<file path="src/rtl/channel_mailbox.sv">
// Channel-addressed message store: senders append {channel, data} in age order,
// and a single listener pulls the oldest message on its requested channel.
module channel_mailbox #(
  parameter int DEPTH  = 16,
  parameter int CHAN_W = 8,
  parameter int DATA_W = 32
) (
  input  logic                    clk,
  input  logic                    reset,
  input  logic [CHAN_W-1:0]       channel_id,
  input  logic [DATA_W-1:0]       message_data,
  input  logic                    send_valid,
  output logic                    send_ready,
  input  logic [CHAN_W-1:0]       listen_channel_id,
  input  logic                    listen_valid,
  output logic                    listen_ready,
  input  logic                    listen_cancel,
  output logic [CHAN_W-1:0]       recv_channel_id,
  output logic [DATA_W-1:0]       recv_message,
  output logic                    recv_valid,
  input  logic                    recv_ready,
  output logic [$clog2(DEPTH):0]  occupancy,
  output logic [1:0]              state_debug
);

  localparam int OCC_W = $clog2(DEPTH) + 1;
  localparam int IDX_W = (DEPTH > 1) ? $clog2(DEPTH) : 1;

  typedef enum logic [1:0] {
    IDLE    = 2'd0,
    SEARCH  = 2'd1,
    WAIT    = 2'd2,
    DELIVER = 2'd3
  } state_t;

  state_t              r_state;
  state_t              w_next;
  logic                r_armed;
  logic                w_armed_nxt;
  logic [OCC_W-1:0]    r_occ;
  logic [CHAN_W-1:0]   r_target;
  logic [CHAN_W-1:0]   r_chan [DEPTH];
  logic [DATA_W-1:0]   r_data [DEPTH];
  logic [CHAN_W-1:0]   r_recv_ch;
  logic [DATA_W-1:0]   r_recv_msg;

  logic                w_send;
  logic                w_send_match;
  logic                w_hit;
  logic [IDX_W-1:0]    w_hit_idx;
  logic                w_remove;
  logic [OCC_W-1:0]    w_wr_pos;
  logic [CHAN_W-1:0]   w_up_chan [DEPTH];
  logic [DATA_W-1:0]   w_up_data [DEPTH];

  assign send_ready      = (r_occ != OCC_W'(DEPTH));
  assign listen_ready    = (r_state == IDLE);
  assign recv_valid      = (r_state == DELIVER);
  assign recv_channel_id = r_recv_ch;
  assign recv_message    = r_recv_msg;
  assign occupancy       = r_occ;
  assign state_debug     = r_state;

  assign w_send       = send_valid && send_ready;
  assign w_send_match = w_send && (channel_id == r_target);
  assign w_wr_pos     = w_remove ? (r_occ - OCC_W'(1)) : r_occ;

  // Oldest matching slot wins: scan from the young end so the last write is the lowest index.
  always_comb begin
    w_hit     = 1'b0;
    w_hit_idx = '0;
    for (int i = DEPTH - 1; i >= 0; i--) begin
      if ((OCC_W'(i) < r_occ) && (r_chan[i] == r_target)) begin
        w_hit     = 1'b1;
        w_hit_idx = IDX_W'(i);
      end
    end
  end

  // The first SEARCH cycle only arms the compare, fixing listen-to-valid at two edges.
  always_comb begin
    w_next      = r_state;
    w_armed_nxt = r_armed;
    w_remove    = 1'b0;
    case (r_state)
      IDLE: begin
        if (listen_valid) begin
          w_next      = SEARCH;
          w_armed_nxt = 1'b0;
        end
      end
      SEARCH: begin
        if (listen_cancel) begin
          w_next = IDLE;
        end else if (!r_armed) begin
          w_armed_nxt = 1'b1;
        end else if (w_hit) begin
          w_next   = DELIVER;
          w_remove = 1'b1;
        end else if (!w_send_match) begin
          w_next = WAIT;
        end
      end
      WAIT: begin
        if (listen_cancel) begin
          w_next = IDLE;
        end else if (w_send_match) begin
          w_next      = SEARCH;
          w_armed_nxt = 1'b0;
        end
      end
      DELIVER: begin
        if (recv_ready) begin
          w_next = IDLE;
        end
      end
      default: w_next = IDLE;
    endcase
  end

  always_ff @(posedge clk) begin
    if (reset) begin
      r_state    <= IDLE;
      r_armed    <= 1'b0;
      r_occ      <= '0;
      r_recv_ch  <= '0;
      r_recv_msg <= '0;
    end else begin
      r_state <= w_next;
      r_armed <= w_armed_nxt;
      if (w_send && !w_remove) begin
        r_occ <= r_occ + OCC_W'(1);
      end else if (!w_send && w_remove) begin
        r_occ <= r_occ - OCC_W'(1);
      end
      if (w_remove) begin
        r_recv_ch  <= r_chan[w_hit_idx];
        r_recv_msg <= r_data[w_hit_idx];
      end
    end
  end

  always_ff @(posedge clk) begin
    if (listen_valid && listen_ready) begin
      r_target <= listen_channel_id;
    end
  end

  for (genvar g = 0; g < DEPTH; g++) begin : g_up
    if (g < DEPTH - 1) begin : g_mid
      assign w_up_chan[g] = r_chan[g+1];
      assign w_up_data[g] = r_data[g+1];
    end else begin : g_last
      assign w_up_chan[g] = '0;
      assign w_up_data[g] = '0;
    end
  end

  // Removal compacts younger slots down; a same-cycle send lands in the freed top slot.
  always_ff @(posedge clk) begin
    for (int i = 0; i < DEPTH; i++) begin
      if (w_send && (w_wr_pos == OCC_W'(i))) begin
        r_chan[i] <= channel_id;
        r_data[i] <= message_data;
      end else if (w_remove && (IDX_W'(i) >= w_hit_idx)) begin
        r_chan[i] <= w_up_chan[i];
        r_data[i] <= w_up_data[i];
      end
    end
  end

endmodule

</file>
<file path="config.mk">
export PLATFORM = sky130hd
export DESIGN_NAME = channel_mailbox
export DESIGN_NICKNAME = d
export VERILOG_FILES = /design/src/rtl/channel_mailbox.sv
export SDC_FILE = /design/constraint.sdc
export NUM_CORES = 1
export LEC_CHECK = 0
export BUFFER_PORTS_ARGS = -buffer_cell sky130_fd_sc_hd__buf_2
export CAP_MARGIN = 20
export CORE_MARGIN = 1.5
export CORE_UTILIZATION = 40
export DETAILED_ROUTE_END_ITERATION = 8
export HOLD_SLACK_MARGIN = 0.02
export PLACE_DENSITY = 0.54
export RECOVER_POWER = 100
export SLEW_MARGIN = 15
export SYNTH_ARGS = -nofsm -noshare
export SYNTH_HDL_FRONTEND = slang
export SYNTH_SLANG_ARGS = --single-unit
</file>
<file path="constraint.sdc">
create_clock -name clk -period 8 [get_ports clk]
set_input_delay 0.8 -clock clk [delete_from_list [all_inputs] [get_ports clk]]
set_output_delay 0.8 -clock clk [all_outputs]
set_load 0.02 [all_outputs]
</file>
Word-level counts from Yosys, hierarchy flattened:

Memory sizes are Yosys's and may differ from the RTL's. A register that Yosys moved wholly into a read port is not among the register bits.
Index checks and enable logic that the tools add are counted.

* register bits after elaboration: 16
* RAM bits: 640
* memories kept: 2
* output and inout bits: 50
* input bits: 54

* bitwise logic cells: 32
* order comparisons: 32
* muxes and demuxes: 165
* equality and inequality tests: 44
* add/sub/neg operators: 2
* reduce and logical (&&, ||, !) cells: 61

Memories
* r_data: words 16, width 32, rd ports 16, clocked after Yosys merged registers in 1, write ports 16, RTL line 43 `logic [DATA_W-1:0] r_data [DEPTH];`
* r_chan: words 16, width 8, rd ports 17, clocked after Yosys merged registers in 1, write ports 16, RTL line 42 `logic [CHAN_W-1:0] r_chan [DEPTH];`

Operators by type and width (number)
* two-way mux 32 bit: 16
* == test 8 bit: 17
* two-way mux 8 bit: 16
* two-way mux 1 bit: 104
* two-way mux 4 bit: 16
* logical AND 1 bit: 53
* == test 5 x 4 -> 1 bit, second input constant: 8
* less-than comparator 4 x 5 -> 1 bit, first input constant: 8
* greater-or-equal comparator 4 bit, first input constant: 8
* OR 1 bit: 32
* == test 5 x 3 -> 1 bit, second input constant: 4
* less-than comparator 3 x 5 -> 1 bit, first input constant: 4
* greater-or-equal comparator 3 x 4 -> 1 bit, first input constant: 4
* two-way mux 2 bit: 8
* two-way mux 5 bit: 3
* == test 5 x 2 -> 1 bit, second input constant: 2
* less-than comparator 1 x 5 -> 1 bit, first input constant: 2
* less-than comparator 2 x 5 -> 1 bit, first input constant: 2
* AND reduction 5 bit: 2
* greater-or-equal comparator 1 x 4 -> 1 bit, first input constant: 2
* greater-or-equal comparator 2 x 4 -> 1 bit, first input constant: 2
* inequality test 2 bit, second input constant: 4
* case mux 2 bit (4 select lines): 1
* inequality test 3 bit, second input constant: 2
* 14 further kinds: 16

Logic depth before layout (Yosys ltp):

Gate-level depths: netlist (run 1).
An unclocked memory read counts as a cell.

* word-level depth: 29
* gate-level depth with buffers: 17
* gate-level depth less buffers: 13

Least setup slack after synthesis (run 1):

OpenSTA, ideal clock, no wires.

* path kind: reg2reg
* start point: register r_occ[0], in the netlist occupancy[0]
* end point: memory r_chan[13][0], enable pin
* library setup time: 0.548 ns
* data arrival time: 6.810 ns
* setup slack: 0.642 ns
* stages on the path, launching flop included: 12
* clock period less this slack: 7.358 ns
* data required time: 7.452 ns
* cell sequence: dfxtp_1 > buf_2 > or3_1 > a21oi_1 > nor3_2 > or4b_4 > nor2_4 > a21oi_4 > buf_2 > clkbuf_1 > buf_1 > o41ai_1

RTL lines
* start, declared: RTL line 40 `logic [OCC_W-1:0] r_occ;`
* start signal, assigned: RTL line 132 `r_occ <= r_occ + OCC_W'(1);`
* start signal, assigned: RTL line 134 `r_occ <= r_occ - OCC_W'(1);`
* end, declared: RTL line 42

==> impl_metrics.env, run 1 <==
export IMPL_status="complete, but fails checks"
export IMPL_violations="max-capacitance violations, max-slew violations"
export IMPL_dp_hpwl_mm=82.9
export IMPL_clk_pin_slew_ns=0.06
export IMPL_grt_pass1_wl_mm=186
export IMPL_crit_fanout=23
export IMPL_fill_cells=8457
export IMPL_post_dp_cell_area_um2=39300
export IMPL_grtUsageTotal_pct=26.9
export IMPL_yosysUniqueCellTypes=78
export IMPL_cts_tree="yes"
export IMPL_critPathCaptureType="flip-flop"
export IMPL_cts_buffers=82
export IMPL_rsz0062_at_grt="no"
export IMPL_slew_viol_final=639
export IMPL_viasPerCell=6.14
export IMPL_antenna_cells=0
export IMPL_relSlewSlack_pct=-57.0
export IMPL_whs_ns=0.327
export IMPL_fin_nets=2962
export IMPL_fmax_ghz=0.146
export IMPL_die_h_um=309
export IMPL_clockBufferDepth=3
export IMPL_powerDensity_nw_per_um2=207
export IMPL_area_growth_pct=10.9
export IMPL_ioPinCount=104
export IMPL_die_area_um2=95700
export IMPL_rows=112
export IMPL_ys_seq_area_share_pct=54.4
export IMPL_htree_levels=3
export IMPL_yosysWarnings=0
export IMPL_finClkSkew_ns=0.0288
export IMPL_drive_above_1_share_pct=11.4
export IMPL_async_reset_ff_share_pct=0
export IMPL_synthFlopType="edfxtp_1"
export IMPL_setup_slack_ns=1.14
export IMPL_ir_worst_vdd_v=0.000152
export IMPL_grt_pass1_vias=25800
export IMPL_grt_overflow=0
export IMPL_drtPass1Iterations=5
export IMPL_min_period_over_period_pct=85.7
export IMPL_place_gp_congestion=0.953
export IMPL_insertion_delay_ns=0.65
export IMPL_core_area_um2=93200
export IMPL_cp_arrival_ns=7.09
export IMPL_wl_per_cell_um=30.8
export IMPL_worstSetupPathType="flip-flop to flip-flop"
export IMPL_postRouteAntennaNets=0
export IMPL_synth_seq_cells=696
export IMPL_regArea_um2=20400
export IMPL_synth_area_um2=37500
export IMPL_cts_repair_resized=0
export IMPL_drcViolationCount=0
export IMPL_maxCapViolations=24
export IMPL_leakage_uw=0.0137
export IMPL_synthCells=2898
export IMPL_antenna_found_initial=3
export IMPL_finalCoreUtilization_pct=44.7
export IMPL_clockRootBuffer="clkbuf_16"
export IMPL_wl_mm=130
export IMPL_synth_edf_count=648
export IMPL_worst_hold_path_type="input pin to flip-flop"
export IMPL_hold_viol_final=0
export IMPL_required_ns=8.23
export IMPL_die_w_um=309
export IMPL_io_buffer_count=103
export IMPL_vias=25900
export IMPL_tightest_slew_ns=2.35
export IMPL_drt_initial_drc_count=2711
export IMPL_clock_sinks=696
export IMPL_post_cts_setup_buffers=0
export IMPL_syn_nets=2956
export IMPL_grt_max_degree=80
export IMPL_setup_viol=0
export IMPL_place_worst_setup_slack_ns=2.04
export IMPL_finalSetupTns_ns=0
export IMPL_cts_hold_buf=0
export IMPL_syn_area_per_cell_um2=13.0
export IMPL_start_util_pct=40.3
export IMPL_fin_crit_ns=6.86
export IMPL_cp_start_kind="flip-flop"
export IMPL_multi_input_area_um2=15900
export IMPL_final_cell_area_um2=41600
layer usage:
layer  wire, um  track usage (%)  part of all wire (%)  vias to the layer above
li1           -                -                     -                    11200
met2      60300             43.2                    46                     1148
met4       4840             9.58                   3.7                        2
met5         14                0                 0.011                        -
met3       8800             4.14                   6.8                      244
met1      56000             36.9                    43                    13400
worst max-delay path, cell delays in order (launching register included):
cell and delay [ns]:
edfxtp_1 0.88, clkbuf_1 0.48, xnor2_1 0.21, nand4_1 0.13, nor3_1 0.76, nor4b_4 0.19
nand2_1 0.24, o211ai_1 0.20, mux2_1 0.39, nor2_1 0.56, a21o_1 1.25, clkbuf_1 1.11
sequential cells by signal, summed over array words and instances (netlist names):
name,flops
recv_message,32
r_data,512
occupancy,5
recv_channel_id,8
r_target,8
r_chan,128
state_debug,2
r_armed,1
cell type report:
cell class | count | area share, %
clock buffers | 120 | 5.66
clock inverters | 29 | 0.848
inverters | 6 | 0.0541
multi-input cells | 1936 | 38.2
flip-flops and latches | 696 | 49.1
well taps | 1254 | 3.77
repair buffers | 182 | 2.40
through the flow:
stage | cells | total power [uW]
global placement | 4071 | 4850
finish | 4223 | 8630
CTS | 4221 | 8710
floorplan | 2898 | 4620
global route | 4223 | 8880
detailed placement | 4072 | 4860
final timing paths:
kind	start	slack, ns	endpoint	cells after the start
worst min-delay path	listen_channel_id[2]	0.33	r_target[2]	1
worst min register to register	recv_channel_id[2]	0.51	recv_channel_id[2]	2
worst max register to register	r_target[1]	1.14	r_data[7][20]	11
worst max-delay path	r_target[1]	1.14	r_data[7][20]	11
layout by cell type, fill, tap and decap left out, types with 25 or more instances in the layout:
master     netlist  routed
nor3_1          38      39
nand3_1        124     124
edfxtp_1       648     648
buf_4           32      44
mux2_1         559     560
clkbuf_16        0      84
mux2i_1        150     150
nor2_1          76      76
xnor2_1         77      77
a21oi_1        127     127
buf_2           60      54
clkbuf_1       138      96
and2_1          44      28
nand2_1        112     109
o21ai_0        129     132
dfxtp_1         48      48
mux2_2          66      65
xor2_1          62      62
nand4_1         37      37
a211oi_1        26      25
where the power goes:
part / switching (uW) / internal (uW)
registers: 87.0 / 4090
clock network: 1560 / 2290
logic: 390 / 212
total: 2030 / 6600
cell families (layout without fill, tap and decap cells):
family,after synthesis,in the layout,share of synthesized area [%]
AO/OA/AOI/OAI,515,515,9.09
XOR/XNOR,139,139,3.24
adder cells (fa/ha/maj),4,4,0.133
buffers and inverters,266,337,3.58
flip-flops,696,696,54.4
multiplexers,775,775,22.8
AND/OR/NAND/NOR,503,503,6.79
synthesized netlist by cell type, types with 37 or more instances:
| cell type | instances | area (um2) |
|---|---|---|
| a21oi_1 | 127 | 636 |
| and2_1 | 44 | 275 |
| buf_2 | 60 | 300 |
| clkbuf_1 | 138 | 518 |
| dfxtp_1 | 48 | 961 |
| edfxtp_1 | 648 | 19500 |
| mux2_1 | 559 | 6290 |
| mux2_2 | 66 | 743 |
| mux2i_1 | 150 | 1500 |
| nand2_1 | 112 | 420 |
| nand3_1 | 124 | 621 |
| nand4_1 | 37 | 231 |
| nor2_1 | 76 | 285 |
| nor3_1 | 38 | 190 |
| o21ai_0 | 129 | 646 |
| xnor2_1 | 77 | 674 |
| xor2_1 | 62 | 543 |
No activity file was read; power rests on OpenSTA's default activity.
==> inputs of run 2 (changes only) <==
Settings changed: RECOVER_POWER 100 to not set.
==> impl_metrics.env, run 2 (synthesis gave the netlist of run 1 again) <==
export IMPL_finalSetupTns_ns=0
export IMPL_postRouteAntennaNets=0
export IMPL_critPathCaptureType="flip-flop"
export IMPL_finClkSkew_ns=0.0246
export IMPL_ioPinCount=104
export IMPL_powerDensity_nw_per_um2=206
export IMPL_switchingPower_uw=2040
export IMPL_largest_reg_flops=512
export IMPL_required_ns=8.38
export IMPL_worst_hold_path_type="input pin to flip-flop"
export IMPL_reg2reg_slack_ns=1.96
export IMPL_top_usage_layer="met2"
export IMPL_cts_buffers=82
export IMPL_htree_levels=3
export IMPL_crit_fanout=43
export IMPL_power_share_clock_pct=44.5
export IMPL_drcViolationCount=0
export IMPL_clock_sinks=696
export IMPL_final_cell_area_um2=42000
export IMPL_slowest_stage="edfxtp_1"
export IMPL_switching_share_pct=23.6
export IMPL_relSlewSlack_pct=23.9
export IMPL_core_area_um2=93200
export IMPL_setup_viol=0
export IMPL_place_worst_setup_slack_ns=2.04
export IMPL_setup_slack_ns=1.96
export IMPL_place_gp_congestion=0.953
export IMPL_cp_arrival_ns=6.42
export IMPL_clockBufferDepth=3
export IMPL_die_w_um=309
export IMPL_path_buf_inv=1
export IMPL_min_period_over_period_pct=75.5
export IMPL_worstSetupPathType="flip-flop to flip-flop"
export IMPL_min_path_cells=1
export IMPL_grtUsageTotal_pct=26.9
export IMPL_antenna_cells=0
export IMPL_crit_path_max_incr_delay_ns=0.76
export IMPL_leakage_uw=0.0140
export IMPL_critPathTopFamily="compound AO/OA/AOI/OAI gates"
export IMPL_maxCapViolations=0
export IMPL_viasPerCell=6.14
export IMPL_hp_start="listen_channel_id[2]"
export IMPL_wl_per_cell_um=30.7
export IMPL_antenna_found_initial=3
export IMPL_grt_pass1_wl_mm=186
export IMPL_slew_viol_final=0
export IMPL_area_growth_pct=11.9
export IMPL_final_cell_mix="edfxtp_1, mux2_1, mux2i_1, a21oi_1, nand3_1"
export IMPL_drt_initial_drc_count=2584
export IMPL_cts_hold_buf=0
export IMPL_p_total_uw=8640
export IMPL_gr_usage_met2_pct=43.2
export IMPL_crit_chain="xnor2_1, nand4_1, or3_1, nand4_1, o221a_2, o21ba_4, nand2_1, o21ai_1, o21bai_4, buf_4, mux2_1"
export IMPL_r2r_cells=11
export IMPL_grt_pass1_vias=25800
export IMPL_start_util_pct=40.3
export IMPL_ir_worst_vdd_v=0.000152
export IMPL_die_area_um2=95700
export IMPL_rsz0062_at_grt="no"
export IMPL_clk_pin_slew_ns=0.06
export IMPL_dp_hpwl_mm=82.9
export IMPL_io_buffer_count=103
export IMPL_comb_power_share_pct=7.2
export IMPL_hold_viol_final=0
export IMPL_fin_crit_ns=6.04
export IMPL_min_to="r_target[2]"
export IMPL_cts_tree="yes"
export IMPL_cts_repair_resized=0
export IMPL_fmax_ghz=0.166
export IMPL_tightest_slew_ns=1.14
export IMPL_clockRootBuffer="clkbuf_16"
export IMPL_status="finished clean"
export IMPL_grt_overflow=0
export IMPL_top_register="r_data"
export IMPL_fin_cells=4223
export IMPL_pwr_share_seq_pct=48.3
export IMPL_timing_rr_end="r_data[6][16]"
export IMPL_dp_cells=4072
export IMPL_insertion_delay_ns=0.65
export IMPL_post_dp_cell_area_um2=39300
export IMPL_die_h_um=309
export IMPL_mostFrequentLayoutCell="edfxtp_1"
export IMPL_rows=112
export IMPL_grtUsageMet1_pct=36.9
export IMPL_vias=25900
export IMPL_gr_usage_met3_pct=4.14
export IMPL_cp_start_kind="flip-flop"
export IMPL_post_cts_setup_buffers=0
export IMPL_drive_above_1_share_pct=14.7
export IMPL_grt_max_degree=80
export IMPL_crit_top_cell="nand4_1"
export IMPL_fin_nets=2962
export IMPL_internal_power_uw=6600
export IMPL_wl_mm=130
export IMPL_drtPass1Iterations=5
export IMPL_r2r_start="r_target[7]"
==> run 2: area by class of cell <==
class                      instances  area [um2]
clock buffer                     120        2360
clock inverter                    29         353
fill                            8396       51200
inverter                           6        22.5
multi-input combinational       1936       16100
sequential                       696       20400
tap                             1254        1570
timing repair buffer             182        1180
==> run 2: how the worst max path moves through the flow <==
stage	start	endpoint	slack (ns)	depth (start not counted)
2_1_floorplan	occupancy[0]	r_chan[13][0]	0.64	11
3_3_place_gp	r_target[7]	r_data[6][14]	1.97	11
3_5_place_dp	r_target[7]	r_data[6][16]	2.04	11
4_1_cts	r_target[7]	r_data[6][16]	1.99	11
5_1_grt	r_target[7]	r_data[6][7]	1.80	11
6_report	r_target[7]	r_data[6][16]	1.96	11
==> run 2: layer usage <==
metal | vias to the layer above | wire (um)
li1 | 11200 | -
met1 | 13300 | 55500
met2 | 1152 | 60600
met3 | 244 | 9050
met4 | 2 | 4600
met5 | - | 14
==> run 2: worst reg2reg max path, cell delays in order, from the launching register on <==
cell	delay, ns
edfxtp_1	0.76
xnor2_1	0.62
nand4_1	0.24
or3_1	0.41
nand4_1	0.12
o221a_2	0.26
o21ba_4	0.75
nand2_1	0.70
o21ai_1	0.50
o21bai_4	0.30
buf_4	0.68
mux2_1	0.43
==> run 2: metrics by stage <==
stage,hold WS [ns],util (%)
2_1_floorplan,0.514,-
3_3_place_gp,0.510,42.1
3_5_place_dp,0.495,42.2
4_1_cts,0.282,45.1
5_1_grt,0.311,45.1
6_report,0.327,45.1
==> run 2: power by group through the flow <==
stage,Clock [uW],Sequential [uW],Combinational (uW)
final,3850,4180,620
after global routing,4050,4180,666
after CTS,3920,4170,618
after detailed placement,0,4250,615
after global placement,0,4250,604
after floorplan,0,4210,411
